===== src/rtl/pdu_run_ctrl_if.sv =====
// Board/CPU-facing bundle for the PDU run-control sequencer.
// Pure wiring, no latency.
// No backpressure: buttons and CPU status are levels, outputs are levels/pulses.
interface pdu_run_ctrl_if #(
  parameter int AW    = 32,
  parameter int CHK_W = 8
);
  // raw buttons
  logic             step;
  logic             cont;
  logic             chk;
  logic             ent;
  // CPU status and breakpoint setup
  logic [AW-1:0]    pc;
  logic [AW-1:0]    bp_addr;
  logic             bp_en;
  logic             io_in_req;
  logic             io_out_vld;
  // run-control outputs
  logic             cpu_ce;
  logic             pause;
  logic             ent_ack;
  logic             chk_mode;
  logic [CHK_W-1:0] chk_addr;
  logic [1:0]       state;

  // board / CPU side drives buttons and status, observes control
  modport master (
    output step, cont, chk, ent, pc, bp_addr, bp_en, io_in_req, io_out_vld,
    input  cpu_ce, pause, ent_ack, chk_mode, chk_addr, state
  );

  // sequencer side
  modport slave (
    input  step, cont, chk, ent, pc, bp_addr, bp_en, io_in_req, io_out_vld,
    output cpu_ce, pause, ent_ack, chk_mode, chk_addr, state
  );
endinterface


===== src/rtl/pdu_run_ctrl.sv =====
// Run-control sequencer: debounces buttons and gates the single-cycle CPU clock enable.
// Button press acts DB_CYCLES+1 edges after first high sample; cpu_ce is combinational in RUN.
// No backpressure: CPU stalls only through cpu_ce; I/O waits hold until ent or cont.
module pdu_run_ctrl #(
  parameter int DB_CYCLES = 4,
  parameter int AW        = 32,
  parameter int CHK_W     = 8
) (
  input logic            i_clk,
  input logic            i_rstn,
  pdu_run_ctrl_if.slave  bus
);

  localparam int CW = $clog2(DB_CYCLES + 1);
  localparam logic [CW-1:0] DB_MAX = CW'(DB_CYCLES);
  localparam logic [CW-1:0] DB_ARM = CW'(DB_CYCLES - 1);

  // button index order within the debounce vectors
  localparam int B_STEP = 0;
  localparam int B_CONT = 1;
  localparam int B_CHK  = 2;
  localparam int B_ENT  = 3;

  typedef enum logic [1:0] {
    S_IDLE    = 2'd0,
    S_STEP    = 2'd1,
    S_RUN     = 2'd2,
    S_WAIT_IO = 2'd3
  } state_t;

  logic [3:0]       w_raw;
  logic [CW-1:0]    r_db_cnt [4];
  logic [3:0]       r_pls;

  state_t           r_state;
  state_t           w_state_nxt;
  logic             r_first_run;
  logic             w_first_run_nxt;
  logic             r_ent_ack;
  logic             w_ent_ack_nxt;
  logic             r_pause;
  logic             r_chk_mode;
  logic [CHK_W-1:0] r_chk_addr;
  logic             w_cpu_ce;
  logic             w_stop;
  logic             w_bp_hit;
  logic [AW-1:0]    w_pc;
  logic [AW-1:0]    w_bp_addr;

  assign w_raw     = {bus.ent, bus.chk, bus.cont, bus.step};
  assign w_pc      = bus.pc;
  assign w_bp_addr = bus.bp_addr;

  // The breakpoint is masked on the first RUN cycle so resuming at bp_addr executes it.
  assign w_bp_hit = bus.bp_en && (w_pc == w_bp_addr) && !r_first_run;

  // Debounce: saturating run-length counter per button; one pulse when it reaches DB_CYCLES.
  always_ff @(posedge i_clk) begin
    if (!i_rstn) begin
      for (int i = 0; i < 4; i++) begin
        r_db_cnt[i] <= '0;
      end
      r_pls <= '0;
    end else begin
      for (int i = 0; i < 4; i++) begin
        if (!w_raw[i]) begin
          r_db_cnt[i] <= '0;
        end else if (r_db_cnt[i] != DB_MAX) begin
          r_db_cnt[i] <= r_db_cnt[i] + CW'(1);
        end
        r_pls[i] <= w_raw[i] && (r_db_cnt[i] == DB_ARM);
      end
    end
  end

  // Next-state and clock-enable decode; cont always has top priority.
  always_comb begin
    w_state_nxt     = r_state;
    w_first_run_nxt = r_first_run;
    w_ent_ack_nxt   = 1'b0;
    w_cpu_ce        = 1'b0;
    w_stop          = 1'b0;
    case (r_state)
      S_IDLE: begin
        if (r_pls[B_CONT]) begin
          w_state_nxt     = S_RUN;
          w_first_run_nxt = 1'b1;
        end else if (r_pls[B_STEP]) begin
          w_state_nxt = S_STEP;
        end
      end
      S_STEP: begin
        w_cpu_ce    = 1'b1;
        w_state_nxt = S_IDLE;
      end
      S_RUN: begin
        w_first_run_nxt = 1'b0;
        w_stop          = r_pls[B_CONT] | w_bp_hit | bus.io_in_req;
        w_cpu_ce        = !w_stop;
        if (r_pls[B_CONT] || w_bp_hit) begin
          w_state_nxt = S_IDLE;
        end else if (bus.io_in_req) begin
          w_state_nxt = S_WAIT_IO;
        end else if (bus.io_out_vld) begin
          // the write completes this cycle, then stop so the user can see it
          w_state_nxt = S_IDLE;
        end
      end
      S_WAIT_IO: begin
        if (r_pls[B_CONT]) begin
          w_state_nxt = S_IDLE;
        end else if (r_pls[B_ENT]) begin
          w_state_nxt     = S_RUN;
          w_first_run_nxt = 1'b0;
          w_ent_ack_nxt   = 1'b1;
        end
      end
      default: begin
        w_state_nxt = S_IDLE;
      end
    endcase
  end

  // State register; pause is registered alongside state so it never glitches.
  always_ff @(posedge i_clk) begin
    if (!i_rstn) begin
      r_state     <= S_IDLE;
      r_first_run <= 1'b0;
      r_ent_ack   <= 1'b0;
      r_pause     <= 1'b1;
    end else begin
      r_state     <= w_state_nxt;
      r_first_run <= w_first_run_nxt;
      r_ent_ack   <= w_ent_ack_nxt;
      r_pause     <= (w_state_nxt != S_RUN);
    end
  end

  // Check-mode index: advances on a lone chk press in IDLE, display drops out on leaving IDLE.
  always_ff @(posedge i_clk) begin
    if (!i_rstn) begin
      r_chk_mode <= 1'b0;
      r_chk_addr <= '0;
    end else if (r_state == S_IDLE) begin
      if (w_state_nxt != S_IDLE) begin
        r_chk_mode <= 1'b0;
      end else if (r_pls[B_CHK]) begin
        r_chk_mode <= 1'b1;
        r_chk_addr <= r_chk_addr + CHK_W'(1);
      end
    end
  end

  assign bus.cpu_ce   = w_cpu_ce;
  assign bus.pause    = r_pause;
  assign bus.ent_ack  = r_ent_ack;
  assign bus.chk_mode = r_chk_mode;
  assign bus.chk_addr = r_chk_addr;
  assign bus.state    = r_state;

endmodule


===== src/flat_wrapper.sv =====
// flat-port wrapper written by rule: the top's interface ports become plain ports
module pdu_run_ctrl_flat 
#(
  parameter int DB_CYCLES = 4,
  parameter int AW        = 32,
  parameter int CHK_W     = 8
)
  (i_clk, i_rstn, bus_step, bus_cont, bus_chk, bus_ent, bus_pc, bus_bp_addr, bus_bp_en, bus_io_in_req, bus_io_out_vld, bus_cpu_ce, bus_pause, bus_ent_ack, bus_chk_mode, bus_chk_addr, bus_state);
  pdu_run_ctrl_if #(.AW(AW), .CHK_W(CHK_W)) bus_i ();
  input logic i_clk;
  input logic i_rstn;
  input wire logic [$bits(bus_i.step)-1:0] bus_step;
  input wire logic [$bits(bus_i.cont)-1:0] bus_cont;
  input wire logic [$bits(bus_i.chk)-1:0] bus_chk;
  input wire logic [$bits(bus_i.ent)-1:0] bus_ent;
  input wire logic [$bits(bus_i.pc)-1:0] bus_pc;
  input wire logic [$bits(bus_i.bp_addr)-1:0] bus_bp_addr;
  input wire logic [$bits(bus_i.bp_en)-1:0] bus_bp_en;
  input wire logic [$bits(bus_i.io_in_req)-1:0] bus_io_in_req;
  input wire logic [$bits(bus_i.io_out_vld)-1:0] bus_io_out_vld;
  output wire logic [$bits(bus_i.cpu_ce)-1:0] bus_cpu_ce;
  output wire logic [$bits(bus_i.pause)-1:0] bus_pause;
  output wire logic [$bits(bus_i.ent_ack)-1:0] bus_ent_ack;
  output wire logic [$bits(bus_i.chk_mode)-1:0] bus_chk_mode;
  output wire logic [$bits(bus_i.chk_addr)-1:0] bus_chk_addr;
  output wire logic [$bits(bus_i.state)-1:0] bus_state;
  assign bus_i.step = bus_step;
  assign bus_i.cont = bus_cont;
  assign bus_i.chk = bus_chk;
  assign bus_i.ent = bus_ent;
  assign bus_i.pc = bus_pc;
  assign bus_i.bp_addr = bus_bp_addr;
  assign bus_i.bp_en = bus_bp_en;
  assign bus_i.io_in_req = bus_io_in_req;
  assign bus_i.io_out_vld = bus_io_out_vld;
  assign bus_cpu_ce = bus_i.cpu_ce;
  assign bus_pause = bus_i.pause;
  assign bus_ent_ack = bus_i.ent_ack;
  assign bus_chk_mode = bus_i.chk_mode;
  assign bus_chk_addr = bus_i.chk_addr;
  assign bus_state = bus_i.state;
  pdu_run_ctrl #(.DB_CYCLES(DB_CYCLES), .AW(AW), .CHK_W(CHK_W)) u_core (.i_clk(i_clk), .i_rstn(i_rstn), .bus(bus_i));
endmodule

===== config.mk =====
export PLATFORM = sky130hd
export DESIGN_NAME = pdu_run_ctrl_flat
export DESIGN_NICKNAME = d
export VERILOG_FILES = /design/src/rtl/pdu_run_ctrl_if.sv /design/src/rtl/pdu_run_ctrl.sv /design/src/flat_wrapper.sv
export SDC_FILE = /design/constraint.sdc
export NUM_CORES = 1
export LEC_CHECK = 0
export BUFFER_PORTS_ARGS = -buffer_cell sky130_fd_sc_hd__clkbuf_2
export CELL_PAD_IN_SITES_DETAIL_PLACEMENT = 0
export CELL_PAD_IN_SITES_GLOBAL_PLACEMENT = 1
export CORE_ASPECT_RATIO = 1.2
export CORE_UTILIZATION = 35
export CTS_BUF_LIST = sky130_fd_sc_hd__clkbuf_16
export DETAILED_ROUTE_END_ITERATION = 8
export PLACE_DENSITY_LB_ADDON = 0.1
export SETUP_SLACK_MARGIN = 0.1
export SLEW_MARGIN = 20
export SYNTH_ARGS = -nofsm -noshare
export SYNTH_HDL_FRONTEND = slang
export SYNTH_SLANG_ARGS = --single-unit

===== constraint.sdc =====
create_clock -name i_clk -period 6.2 [get_ports i_clk]
set_input_delay 0.62 -clock i_clk [delete_from_list [all_inputs] [get_ports i_clk]]
set_output_delay 0.62 -clock i_clk [all_outputs]
set_load 0.02 [all_outputs]

After elaboration in Yosys (flattened, before gate mapping):

Memories as Yosys holds them, arrays and structs flattened.
Cells that the tools add are included.

* register bits after elaboration: 18
* bits in writable memories: 12
* input bits: 73
* output and inout port bits: 14
* logic and storage cells: 112
* memories kept: 1

Memories
* u_core.r_db_cnt: depth 4, bits a word 3, read ports 4, clocked after Yosys merged registers in 0, write ports 4, RTL line pdu_run_ctrl.sv:32 `logic [CW-1:0] r_db_cnt [4];`

* add/sub/neg operators: 5
* equal/unequal tests: 16
* multiplexer cells: 53
* bitwise logic cells: 13
* reductions and logical operators: 17

Operator list (number)
* 2-to-1 mux 1 bit: 35
* == test 32 bit: 1
* 2-to-1 mux 3 bit: 8
* 2-to-1 mux 2 bit: 7
* adder 3 x 1 -> 3 bit, second input constant: 4
* == test 3 x 2 -> 1 bit, second input constant: 4
* inequality test 3 bit, second input constant: 4
* bitwise OR 1 bit: 10
* adder 8 x 1 -> 8 bit, second input constant: 1
* case mux 2 bit (4 select lines): 1
* logical AND 1 bit: 6
* == test 2 bit, second input constant: 2
* inequality test 2 x 1 -> 1 bit, second input constant: 2
* inequality test 2 bit, second input constant: 2
* AND reduction 4 bit: 1
* nonzero test 2 bit: 2
* NOT 1 bit: 3
* case mux 1 bit (3 select lines): 1
* AND reduction 3 bit: 1
* nonzero test 3 bit: 1
* OR reduction 3 bit: 1
* == test 2 x 1 -> 1 bit, second input constant: 1
* zero test 1 bit: 2
* zero test 2 bit: 1
* other kinds (3): 3

Longest topological paths before layout:

Gate-level depths: netlist of the first run.

* depth after elaboration: 9
* depth in mapped cells: 9
* depth with buffers taken out: 9

Least setup slack after synthesis of the first run:

OpenSTA, ideal clock, no wires.

* kind: input -> output
* start point: input port bus_pc[0]
* end point: output port bus_cpu_ce
* arrival: 1.850 ns
* required time: 5.580 ns
* slack: 3.730 ns
* stages on the path: 6
* path buffers: 0
* cell sequence: nor2b_1 -> a2111o_1 -> nor4_4 -> a31oi_2 -> nor2b_1 -> o21a_1

* longest elaborated chain between the ends: 7

RTL lines
* from (decl): RTL line flat_wrapper.sv:16 `input wire logic [$bits(bus_i.pc)-1:0] bus_pc;`
* == test 32 bit: RTL line pdu_run_ctrl.sv:55 `assign w_bp_hit = bus.bp_en && (w_pc == w_bp_addr) && !r_first_run;`
* logical AND 1 bit (2 in a row): RTL line pdu_run_ctrl.sv:55
* bitwise OR 1 bit (2 in a row): RTL line pdu_run_ctrl.sv:98 `w_stop = r_pls[B_CONT] | w_bp_hit | bus.io_in_req;`
* zero test 1 bit: RTL line pdu_run_ctrl.sv:99 `w_cpu_ce = !w_stop;`
* case mux 1 bit (2 select lines): RTL line pdu_run_ctrl.sv:83 `case (r_state)`
* to (decl): RTL line flat_wrapper.sv:21 `output wire logic [$bits(bus_i.cpu_ce)-1:0] bus_cpu_ce;`

Every way passes these cells.

Worst setup path in the final report of the first run:

* start point: input port bus_bp_addr[16]
* end point: output port bus_cpu_ce

* longest elaborated chain between the ends: 7

RTL lines
* from (decl): RTL line flat_wrapper.sv:17 `input wire logic [$bits(bus_i.bp_addr)-1:0] bus_bp_addr;`
* == test 32 bit: RTL line pdu_run_ctrl.sv:55
* logical AND 1 bit (2 in a row): RTL line pdu_run_ctrl.sv:55
* bitwise OR 1 bit (2 in a row): RTL line pdu_run_ctrl.sv:98
* zero test 1 bit: RTL line pdu_run_ctrl.sv:99
* case mux 1 bit (2 select lines): RTL line pdu_run_ctrl.sv:83

Every way passes these cells.

==> out/results.txt, run 1 <==
Pwr dens -> 190.7 nW/um^2
Setup TNS -> 0 ns
Initial Util -> 0.3664
Vias in the first global route -> 1,674
Placed Area -> 2455 sq um
Max_slew headroom -> 0.7036
Final GP Congestion -> 0.7407
CTS Buf Count -> 5
Std cell rows -> 29
Origin of the critical flop-to-flop path -> u_core.bus.state[1]
Remaining DRCs -> 0
WP data required -> 5.58 ns
Hold_buf cts -> 0
Syn_nets -> 305
Setup bufs post-CTS -> 0
GRT Total Usage -> 0.1534
Root Buffer -> clkbuf_16
Hpwl dp -> 3.531 mm
Nets -> 396
R2R depth -> 9
Vias post-DR -> 1,715
Yosys reg bits -> 30
RSZ-0062 raised after global routing -> false
Grt total ovfl -> 0
Final non-filler cell total -> 368
Post-route design area -> 2592 sq um
IO Pins -> 87
Crit path max fanout -> 7
Reg2reg end -> u_core.bus.chk_addr[6]
Ratio of cells with drive above 1 in the final layout -> 0.3203
F_max -> 367.4 MHz
Clock sink count -> 30
Detailed Routing Iterations Pass 1 -> 4
Reg area -> 720.7 sq um
Drt wl/cell -> 11.34 um
CP endpoint -> bus_cpu_ce
CTS tree -> built
Reg2reg setup slack -> 3.93 ns
Period minus WS final -> 2.722 ns
PortBufs -> 86
Antenna diodes -> 0
Hold crit path type -> flip-flop to flip-flop
Die Y -> 83.86 um
DP Cell Count -> 360
Initial antenna violation count -> 0
Crit end category -> output port
Crit path DAT -> 2.10 ns
ANT nets after route -> 0
Final Util -> 0.4860
FILL cells -> 556
Synth warn -> 0
Post-Syn Area -> 1954 sq um
Critical setup path kind -> input pin to output port
Critical Path Source -> bus_bp_addr[16]
Post-route clock period utilization -> 0.4390
Multi-input logic area -> 1132 sq um
Reg clk slew, reported paths -> 0.05 ns
Startpoint types -> input pin
Initial DRC Count -> 48
Max Cap Viol -> 0
H-tree depth -> 2
Status -> completed
Area Overhead vs Synth -> 32.65%
Endpoints failing hold -> 0
Worst VDD drop -> 0.0001187 V
Yosys cell types -> 33
Die area -> 5888 sq um
Total Routed Length -> 4.173 mm
Horiz. Die Dim -> 70.22 um
First-pass GRT wire length -> 7.196 mm
Register area share after synthesis -> 0.3688
Worst-Skew Late Latency -> 0.27 ns
Post-CTS Resized -> 0
Final setup viols -> 0
Pleak -> 0.001221 uW
Syn Inst Count -> 214
Synthesized area per cell -> 9.133 sq um
Pin count of the biggest net entering global routing -> 25
Skew final -> 0.002763 ns
Worst-margin pin slew -> 0.4446 ns
Core area -> 5334 sq um
Number of vias per cell -> 4.660
Max-slew violations -> 0
Clock buffer depth -> 2
==> flip-flops by register name (all words and copies together), names as in the netlist <==
name	cells
u_core.bus.chk_addr	8
u_core.bus.state	2
u_core.r_first_run	1
u_core.r_pls	4
u_core.bus.ent_ack	1
u_core.bus.chk_mode	1
u_core.bus.pause	1
u_core.r_db_cnt	12
==> layout by cell type, fill, tap and decap left out <==
master	Yosys	routed
o221ai_1	1	1
a21oi_2	1	1
nand2_1	17	17
nand4_1	13	13
clkinv_2	0	1
clkbuf_2	0	86
o2111a_1	1	1
a2111o_1	1	1
edfxtp_1	12	12
a31oi_2	1	1
nor2b_1	3	3
nand3b_1	1	1
clkbuf_16	0	5
or2_2	1	1
xnor2_1	29	29
nor4_4	1	1
a21oi_1	7	7
nand2b_1	8	8
a211oi_1	2	2
o21a_1	1	1
inv_2	0	1
nor4_2	1	1
xor2_1	2	2
dfxtp_1	18	18
nor2_1	21	21
and3_1	5	5
nand3_1	7	7
ha_1	18	18
a221oi_1	1	1
a21o_1	1	1
o21ai_0	1	1
nor3_1	3	3
inv_1	25	26
mux2i_1	7	7
or3_1	1	1
a31oi_1	1	1
==> report_power, final <==
part           total, uW  switching, uW  internal (uW)  leakage (uW)
Combinational       63.4           28.0           35.4      0.000856
Sequential           210           2.09            208      0.000290
Clock                221           76.5            145     0.0000751
Total                494            107            388       0.00122
==> Yosys cell counts <==
cell,number,area share
xnor2_1,29,0.13
inv_1,25,0.048
nor2_1,21,0.040
dfxtp_1,18,0.18
ha_1,18,0.12
nand2_1,17,0.033
nand4_1,13,0.042
edfxtp_1,12,0.18
nand2b_1,8,0.026
a21oi_1,7,0.018
mux2i_1,7,0.036
nand3_1,7,0.018
and3_1,5,0.016
nor2b_1,3,0.0096
nor3_1,3,0.0077
a211oi_1,2,0.0077
clkbuf_1,2,0.0038
xor2_1,2,0.0090
a2111o_1,1,0.0058
a21o_1,1,0.0038
a21oi_2,1,0.0045
a221oi_1,1,0.0045
a31oi_1,1,0.0032
a31oi_2,1,0.0064
nand3b_1,1,0.0038
nor4_2,1,0.0064
nor4_4,1,0.011
o2111a_1,1,0.0058
o21a_1,1,0.0038
o21ai_0,1,0.0026
o221ai_1,1,0.0045
or2_2,1,0.0032
or3_1,1,0.0032
==> layer usage <==
metal	GRT usage	part of all wire	vias up
met5	0	0	-
met4	0.05455	0.017	0
met3	0.03382	0.026	9
met2	0.2867	0.55	25
met1	0.1665	0.40	768
li1	-	-	913
==> worst min path at each step <==
stage / from / end / slack (ns) / cells past startpoint
after CTS: u_core.bus.chk_addr[7] / u_core.bus.chk_addr[7] / 0.46 / 2
after global routing: u_core.bus.chk_addr[7] / u_core.bus.chk_addr[7] / 0.50 / 2
after detailed placement: u_core.bus.chk_addr[7] / u_core.bus.chk_addr[7] / 0.46 / 2
after floorplan: u_core.r_first_run / u_core.r_first_run / 0.45 / 2
final: u_core.bus.chk_addr[7] / u_core.bus.chk_addr[7] / 0.46 / 2
after global placement: u_core.bus.chk_addr[7] / u_core.bus.chk_addr[7] / 0.45 / 2
==> kinds of logic after synthesis <==
logic type / Yosys count / synth area share
compound gates: 19 / 0.07042
xor+xnor: 31 / 0.1389
buf+inv: 27 / 0.05186
fa+ha+maj: 18 / 0.1152
mux: 7 / 0.03585
flops: 30 / 0.3688
simple gates: 82 / 0.2190
==> critical path, cell delays in order <==
cell and delay (ns):
clkbuf_2 0.09, xnor2_1 0.15, nand4_1 0.13, nor4_2 0.38
a31oi_2 0.24, nor2b_1 0.19, o21a_1 0.16, clkbuf_2 0.15
==> through the flow <==
step / total power, uW / hold slack (ns) / worst slack [ns]
5_1_grt: 518.2 / 0.5034 / 3.353
6_report: 494.4 / 0.4624 / 3.478
4_1_cts: 505.3 / 0.4645 / 3.456
2_1_floorplan: 246.1 / 0.4511 / 3.730
3_5_place_dp: 278.2 / 0.4587 / 3.460
3_3_place_gp: 277.7 / 0.4544 / 3.476
==> area by class of cell <==
cell class,count,area share
Multi-Input combinational cell,157,0.4368
Sequential cell,30,0.2780
Timing Repair Buffer,86,0.1660
Clock buffer,5,0.04826
Inverter,25,0.03620
Tap cell,62,0.02992
Clock inverter,3,0.004826
Note: power is estimated with default switching activity, not from simulation.
==> run 2, diff against run 1 <==
--- a/config.mk
+++ b/config.mk
@@ -5,11 +5,12 @@
 export SDC_FILE = /design/constraint.sdc
 export NUM_CORES = 1
 export LEC_CHECK = 0
+export ABC_AREA = 1
 export BUFFER_PORTS_ARGS = -buffer_cell sky130_fd_sc_hd__clkbuf_2
 export CELL_PAD_IN_SITES_DETAIL_PLACEMENT = 0
 export CELL_PAD_IN_SITES_GLOBAL_PLACEMENT = 1
 export CORE_ASPECT_RATIO = 1.2
-export CORE_UTILIZATION = 35
+export CORE_UTILIZATION = 30
 export CTS_BUF_LIST = sky130_fd_sc_hd__clkbuf_16
 export DETAILED_ROUTE_END_ITERATION = 8
 export PLACE_DENSITY_LB_ADDON = 0.1
==> constraint.sdc (replaced) <==
create_clock -name i_clk -period 2.2 [get_ports i_clk]
set_input_delay 0.22 -clock i_clk [delete_from_list [all_inputs] [get_ports i_clk]]
set_output_delay 0.22 -clock i_clk [all_outputs]
set_load 0.02 [all_outputs]
==> run 2 against run 1 <==
- final cell count up 40%
- core utilization down 8.5 points
- synthesized cell count up 56%
- area after synthesis up 15%
- critical path type is now flip-flop to flip-flop
- largest cell class unchanged
==> out/results.txt, run 2 <==
Vias in the first global route -> 2,006 (+20%)
Worst hold slack -> 0.1890 ns (-0.2734 ns)
Worst Hold End -> u_core.r_pls[2]
Skew final -> 0.003540 ns (+0.0007765 ns)
Hold crit path type -> input pin to flip-flop
Endpoints failing hold -> 0 (unchanged)
Drt wl/cell -> 8.940 um (-21%)
Hpwl dp -> 3.947 mm (+12%)
Crit path DAT -> 2.03 ns (-0.07 ns)
Status -> completed
CTS tree -> built
Crit path max fanout -> 11 (+4)
Reg clk slew, reported paths -> 0.05 ns (about the same)
Final setup viols -> 0 (unchanged)
Horiz. Die Dim -> 81.14 um (+16%)
Startpoint types -> flip-flop
Count leader, synth -> nand2_1
GRT Total Usage -> 0.1241 (-0.02927)
Max_slew headroom -> 0.7655 (+0.06194)
Critical setup path kind -> flip-flop to flip-flop
Grt total ovfl -> 0 (unchanged)
EDFF count, synth -> 12 (unchanged)
Hold_buf cts -> 0 (unchanged)
Max-slew violations -> 0 (unchanged)
Initial antenna violation count -> 0 (unchanged)
Max Cap Viol -> 0 (unchanged)
Hold Path Origin -> bus_chk
Share of synthesized registers carrying an async set or reset -> 0 (unchanged)
Setup bufs post-CTS -> 0 (unchanged)
Reg2reg end -> u_core.bus.chk_addr[2]
Dominant synthesized flop cell -> dfxtp_1
Clock buffer depth -> 2 (unchanged)
Detailed Routing Iterations Pass 1 -> 4 (unchanged)
Number of vias per cell -> 4.211 (-9.6%)
CTS Buf Count -> 5 (unchanged)
Clock sink count -> 30 (unchanged)
Pwr dens -> 535.6 nW/um^2 (+180%)
Crit end category -> flip-flop
Vias post-DR -> 2,177 (+27%)
Initial Util -> 0.3099 (-0.05647)
Antenna diodes -> 0 (unchanged)
ANT nets after route -> 0 (unchanged)
Initial DRC Count -> 29 (-40%)
Pleak -> 0.001601 uW (+31%)
Worst VDD drop -> 0.0003712 V (+210%)
Most flops, register -> u_core.r_db_cnt
Ratio of cells with drive above 1 in the final layout -> 0.2436 (-0.07670)
Hold path depth -> 3 (+1)
Synth warn -> 0 (unchanged)
Synth top area cells -> dfxtp_1, edfxtp_1, nand2_1, inv_1, ha_1
First-pass GRT wire length -> 7.755 mm (+7.8%)
F_max -> 548.9 MHz
RSZ-0062 raised after global routing -> false
Period minus WS final -> 1.822 ns
Yosys cell types -> 27 (-18%)
Final GP Congestion -> 0.7437 (+0.41%)
Root Buffer -> clkbuf_16
Die area -> 7868 sq um (+34%)
Post-synth top cells -> nand2_1, inv_1, nor2_1
Core area -> 7274 sq um (+36%)
Synthesized area per cell -> 6.750 sq um (-26%)
Area share of the largest cell type after synthesis -> 0.1598 (-0.02456)
Pin count of the biggest net entering global routing -> 12 (-52%)
Setup TNS -> 0 ns (unchanged)
Die Y -> 96.97 um (+16%)
Largest register FFs -> 12 (unchanged)
Most frequent cells in the layout -> nand2_1, clkbuf_2, inv_1
Worst-Skew Late Latency -> 0.27 ns (about the same)
Reg2reg setup slack -> 0.38 ns (-3.55 ns)
Slack of the critical path -> 0.3782 ns (-3.100 ns)
Std cell rows -> 34 (+17%)
Origin of the critical flop-to-flop path -> u_core.bus.state[1]
PortBufs -> 86 (unchanged)
Syn Inst Count -> 334 (+56%)
Area Overhead vs Synth -> 29.52%
IO Pins -> 87 (unchanged)
Worst slack, placed -> 0.3337 ns (-3.126 ns)
Post-Syn Area -> 2255 sq um (+15%)
Post-route clock period utilization -> 0.8281
Syn_nets -> 425 (+39%)
Worst-margin pin slew -> 0.3480 ns (-0.09659 ns)
Remaining DRCs -> 0 (unchanged)
H-tree depth -> 2 (unchanged)
R2R depth -> 10 (+1)
WP data required -> 2.41 ns (-3.17 ns)
Nets -> 517 (+31%)
Register area share after synthesis -> 0.3196 (-0.04911)
Area leader, netlist -> dfxtp_1
Yosys reg bits -> 30 (unchanged)
Post-CTS Resized -> 0 (unchanged)
Total Routed Length -> 4.622 mm (+11%)
run 2: changes by cell type after synthesis, sizes merged, moves of 4 or more:
| cell | before | now |
|---|---|---|
| inv | 25 | 80 |
| nand2 | 17 | 88 |
| o21ai | 1 | 10 |
| a21oi | 8 | 12 |
| nor2 | 21 | 45 |
| xnor2 | 29 | 10 |
| and3 | 5 | 0 |
| nand3 | 7 | 14 |
| nand2b | 8 | 0 |
| mux2i | 7 | 0 |
| xor2 | 2 | 7 |
run 2: worst max-delay path by stage:
stage | start | to | depth (start not counted)
final | u_core.bus.state[1] | u_core.bus.chk_addr[2] | 10
after global routing | u_core.bus.state[1] | u_core.bus.chk_addr[0] | 10
after CTS | u_core.bus.state[1] | u_core.bus.chk_addr[2] | 10
after detailed placement | bus_pc[19] | u_core.bus.chk_addr[2] | 17
after global placement | bus_bp_addr[21] | u_core.bus.chk_addr[2] | 16
after floorplan | u_core.bus.state[0] | u_core.bus.chk_addr[0] | 10
run 2: through the flow:
step                power (uW)  area, sq um  utilization  std cells
floorplan                831.4         2255            -        334
global placement         950.9         2783       0.3825        509
detailed placement       954.4         2783       0.3825        509
CTS                       1592         2920       0.4014        517
global route              1656         2920       0.4014        517
finish                    1564         2920       0.4014        517
run 2: area by class of cell:
cell class,count,area [sq um]
clock buffer,5,125.1
clock inverter,3,12.51
fill,808,4354
inverter,83,311.5
multi-input combinational,219,1200
sequential,30,720.7
tap,90,112.6
timing repair buffer,87,437.9
run 2: critical path, stage by stage (launching register included):
cell,delay (ns)
dfxtp_1,0.45
inv_1,0.13
ha_1,0.19
inv_1,0.13
nor2_1,0.07
o21a_1,0.13
a21oi_4,0.27
nand3_4,0.17
nand2_1,0.09
nand2_1,0.05
nor2_1,0.08
run 2: logic make-up after synthesis:
group | count (synthesis) | synth area share
AO/OA/AOI/OAI | 25 | 0.06327
XOR/XNOR | 17 | 0.06604
adder cells (fa/ha/maj) | 18 | 0.09989
buffers and inverters | 85 | 0.1482
flip-flops | 30 | 0.3196
AND/OR/NAND/NOR | 159 | 0.3030
run 2: where the power goes:
group | total [uW] | switching (uW) | leakage, uW | internal [uW]
clock | 627 | 220 | 0.0000724 | 407
sequential | 620 | 17.8 | 0.000288 | 602
combinational | 317 | 182 | 0.00124 | 135
total | 1560 | 420 | 0.00160 | 1140
run 2: metal layers:
| metal | vias up | wire length, um | track usage |
|---|---|---|---|
| li1 | 1193 | - | - |
| met3 | 5 | 377 | 0.02642 |
| met4 | 0 | 72 | 0.04533 |
| met1 | 913 | 1954 | 0.1372 |
| met2 | 66 | 2217 | 0.2250 |
| met5 | - | 0 | 0 |
==> run 3, diff against run 2 <==
==> constraint.sdc (replaced) <==
create_clock -name i_clk -period 1.6 [get_ports i_clk]
set_input_delay 0.16 -clock i_clk [delete_from_list [all_inputs] [get_ports i_clk]]
set_output_delay 0.16 -clock i_clk [all_outputs]
set_load 0.02 [all_outputs]
==> run 3 against run 2 <==
- the run now ends with negative setup slack left
- non-clock buffer count rose by 7
- sequential share of layout area fell by 0.61 points
- global-route usage rose by 0.70 points
- count of clock-buffer cells in the layout did not move
- via count rose by 1.3%
- flip-flop and latch count did not move
- die area did not move
- largest power group unchanged
- maximum frequency rose by 10%
- setup slack got worse by 0.43 ns
- highest routed layer unchanged
==> out/results.txt, run 3 (synthesis results as in run 2) <==
Status -> finished with violations
Failing checks -> negative setup slack
Max Cap Viol -> 0 (unchanged)
Crit end category -> flip-flop
Startpoint types -> flip-flop
Slack of the critical path -> -0.05150 ns (-0.4297 ns)
FILL cells -> 795 (-1.6%)
Worst-Skew Late Latency -> 0.27 ns (about the same)
Worst hold slack -> 0.1313 ns (-0.05776 ns)
Remaining DRCs -> 0 (unchanged)
Initial antenna violation count -> 0 (unchanged)
Worst VDD drop -> 0.0004910 V (+32%)
First-pass GRT wire length -> 8.135 mm (+4.9%)
Period minus WS final -> 1.652 ns (-0.1703 ns)
CTS Buf Count -> 5 (unchanged)
Post-route design area -> 3030 sq um (+3.8%)
Final GP Congestion -> 0.7529 (+1.2%)
Number of vias per cell -> 4.208 (about the same)
Pwr dens -> 740.0 nW/um^2 (+38%)
Ratio of cells with drive above 1 in the final layout -> 0.2949 (+0.05137)
Horiz. Die Dim -> 81.14 um (unchanged)
Die area -> 7868 sq um (unchanged)
Total Routed Length -> 4.869 mm (+5.3%)
GRT Total Usage -> 0.1311 (+0.006964)
Largest register FFs -> 12 (unchanged)
Most common cell after layout, fill and taps aside -> clkbuf_2
Hold crit path type -> input pin to flip-flop
Post-route clock period utilization -> 1.032 (+0.2041)
Reg clk slew, reported paths -> 0.05 ns (about the same)
Hpwl dp -> 4.131 mm (+4.7%)
H-tree depth -> 2 (unchanged)
Drt wl/cell -> 9.292 um (+3.9%)
Core area -> 7274 sq um (unchanged)
Skew final -> 0.006231 ns (+0.002692 ns)
Endpoints failing hold -> 0 (unchanged)
Placed Area -> 2855 sq um (+2.6%)
F_max -> 605.5 MHz (+10%)
Detailed Routing Iterations Pass 1 -> 4 (unchanged)
PortBufs -> 86 (unchanged)
Most flops, register -> u_core.r_db_cnt
RSZ-0062 raised after global routing -> true
CTS tree -> built
Nets -> 524 (+1.4%)
Pleak -> 0.001645 uW (+2.8%)
ANT nets after route -> 0 (unchanged)
Final setup viols -> 9 (+9)
Max_slew headroom -> 0.8056 (+0.04007)
Grt total ovfl -> 0 (unchanged)
Worst-margin pin slew -> 0.2898 ns (-0.05822 ns)
Clock sink count -> 30 (unchanged)
Pin count of the biggest net entering global routing -> 11 (-1)
WP data required -> 1.77 ns (-0.64 ns)
Most frequent cells in the layout -> clkbuf_2, nand2_1, inv_1
Crit path max fanout -> 8 (-3)
Std cell rows -> 34 (unchanged)
Vias post-DR -> 2,205 (+1.3%)
Max-slew violations -> 0 (unchanged)
Critical setup path kind -> flip-flop to flip-flop
IO Pins -> 87 (unchanged)
Die Y -> 96.97 um (unchanged)
Vias in the first global route -> 2,030 (+1.2%)
Antenna diodes -> 0 (unchanged)
Area Overhead vs Synth -> 34.41%
Total power -> 2242 uW (+43%)
Final Util -> 0.4166 (+0.01514)
Initial DRC Count -> 55 (+90%)
Clock buffer depth -> 2 (unchanged)
Initial Util -> 0.3099 (unchanged)
Crit path DAT -> 1.82 ns (-0.21 ns)
Root Buffer -> clkbuf_16
Setup TNS -> -0.3257 ns (-0.3257 ns)
run 3: changes by cell type in the layout (fill, tap and decap cells not counted), sizes merged:
cell / before / now
clkbuf: 91 / 90
clkinvlp: 0 / 1
clkinv: 5 / 4
buf: 1 / 9
run 3: repair_timing:
item	CTS	global route
pin swaps	5	2
gates resized for setup	4	9
hold buffers	0	0
setup buffers	0	0
endpoints found under the setup margin	13	13
run 3: per-layer routing:
| layer | vias up | global-route usage | routed length (um) | part of all wire |
|---|---|---|---|---|
| li1 | 1207 | - | - | - |
| met1 | 934 | 0.1484 | 2127 | 0.44 |
| met2 | 59 | 0.2385 | 2390 | 0.49 |
| met3 | 5 | 0.02170 | 293 | 0.060 |
| met4 | 0 | 0.04670 | 59 | 0.012 |
| met5 | - | 0 | 0 | 0 |
run 3: layout make-up:
cell class / instances / area (sq um) / share of cell area
clock buffers: 5 / 125.1 / 0.04129
clock inverters: 3 / 16.27 / 0.005367
inverters: 83 / 311.5 / 0.1028
multi-input cells: 219 / 1229 / 0.4055
flip-flops and latches: 30 / 729.5 / 0.2407
well taps: 90 / 112.6 / 0.03716
repair buffers: 94 / 506.7 / 0.1672
run 3: per-stage QoR:
| stage | worst slack, ns | instances |
|---|---|---|
| 2_1_floorplan | 0.1085 | 334 |
| 3_3_place_gp | -0.09950 | 516 |
| 3_5_place_dp | -0.1289 | 516 |
| 4_1_cts | -0.08340 | 524 |
| 5_1_grt | -0.2562 | 524 |
| 6_report | -0.05150 | 524 |
run 3: final timing paths:
check | slack [ns] | from | endpoint | depth (start not counted)
hold reg to reg | 0.48 | u_core.r_pls[3] | u_core.bus.ent_ack | 2
hold / removal | 0.13 | bus_cont | u_core.r_pls[1] | 3
setup reg to reg | -0.05 | u_core.r_first_run | u_core.bus.chk_addr[2] | 12
setup / recovery | -0.05 | u_core.r_first_run | u_core.bus.chk_addr[2] | 12
run 3: power breakdown:
group / internal, uW / switching [uW]
Combinational: 240 / 268
Sequential: 830 / 25.4
Clock: 565 / 314
Total: 1640 / 607
run 3: critical path: stages (launching register included):
cell and delay (ns):
dfxtp_2 0.32, a21oi_2 0.09, nand2_1 0.06, nor2_1 0.09, nand2_1 0.08, nor2_2 0.12
nand3_2 0.12, nand3_2 0.08, nand2_2 0.06, a21oi_4 0.19, nand3_4 0.17, nor2_1 0.13
nor2_1 0.06
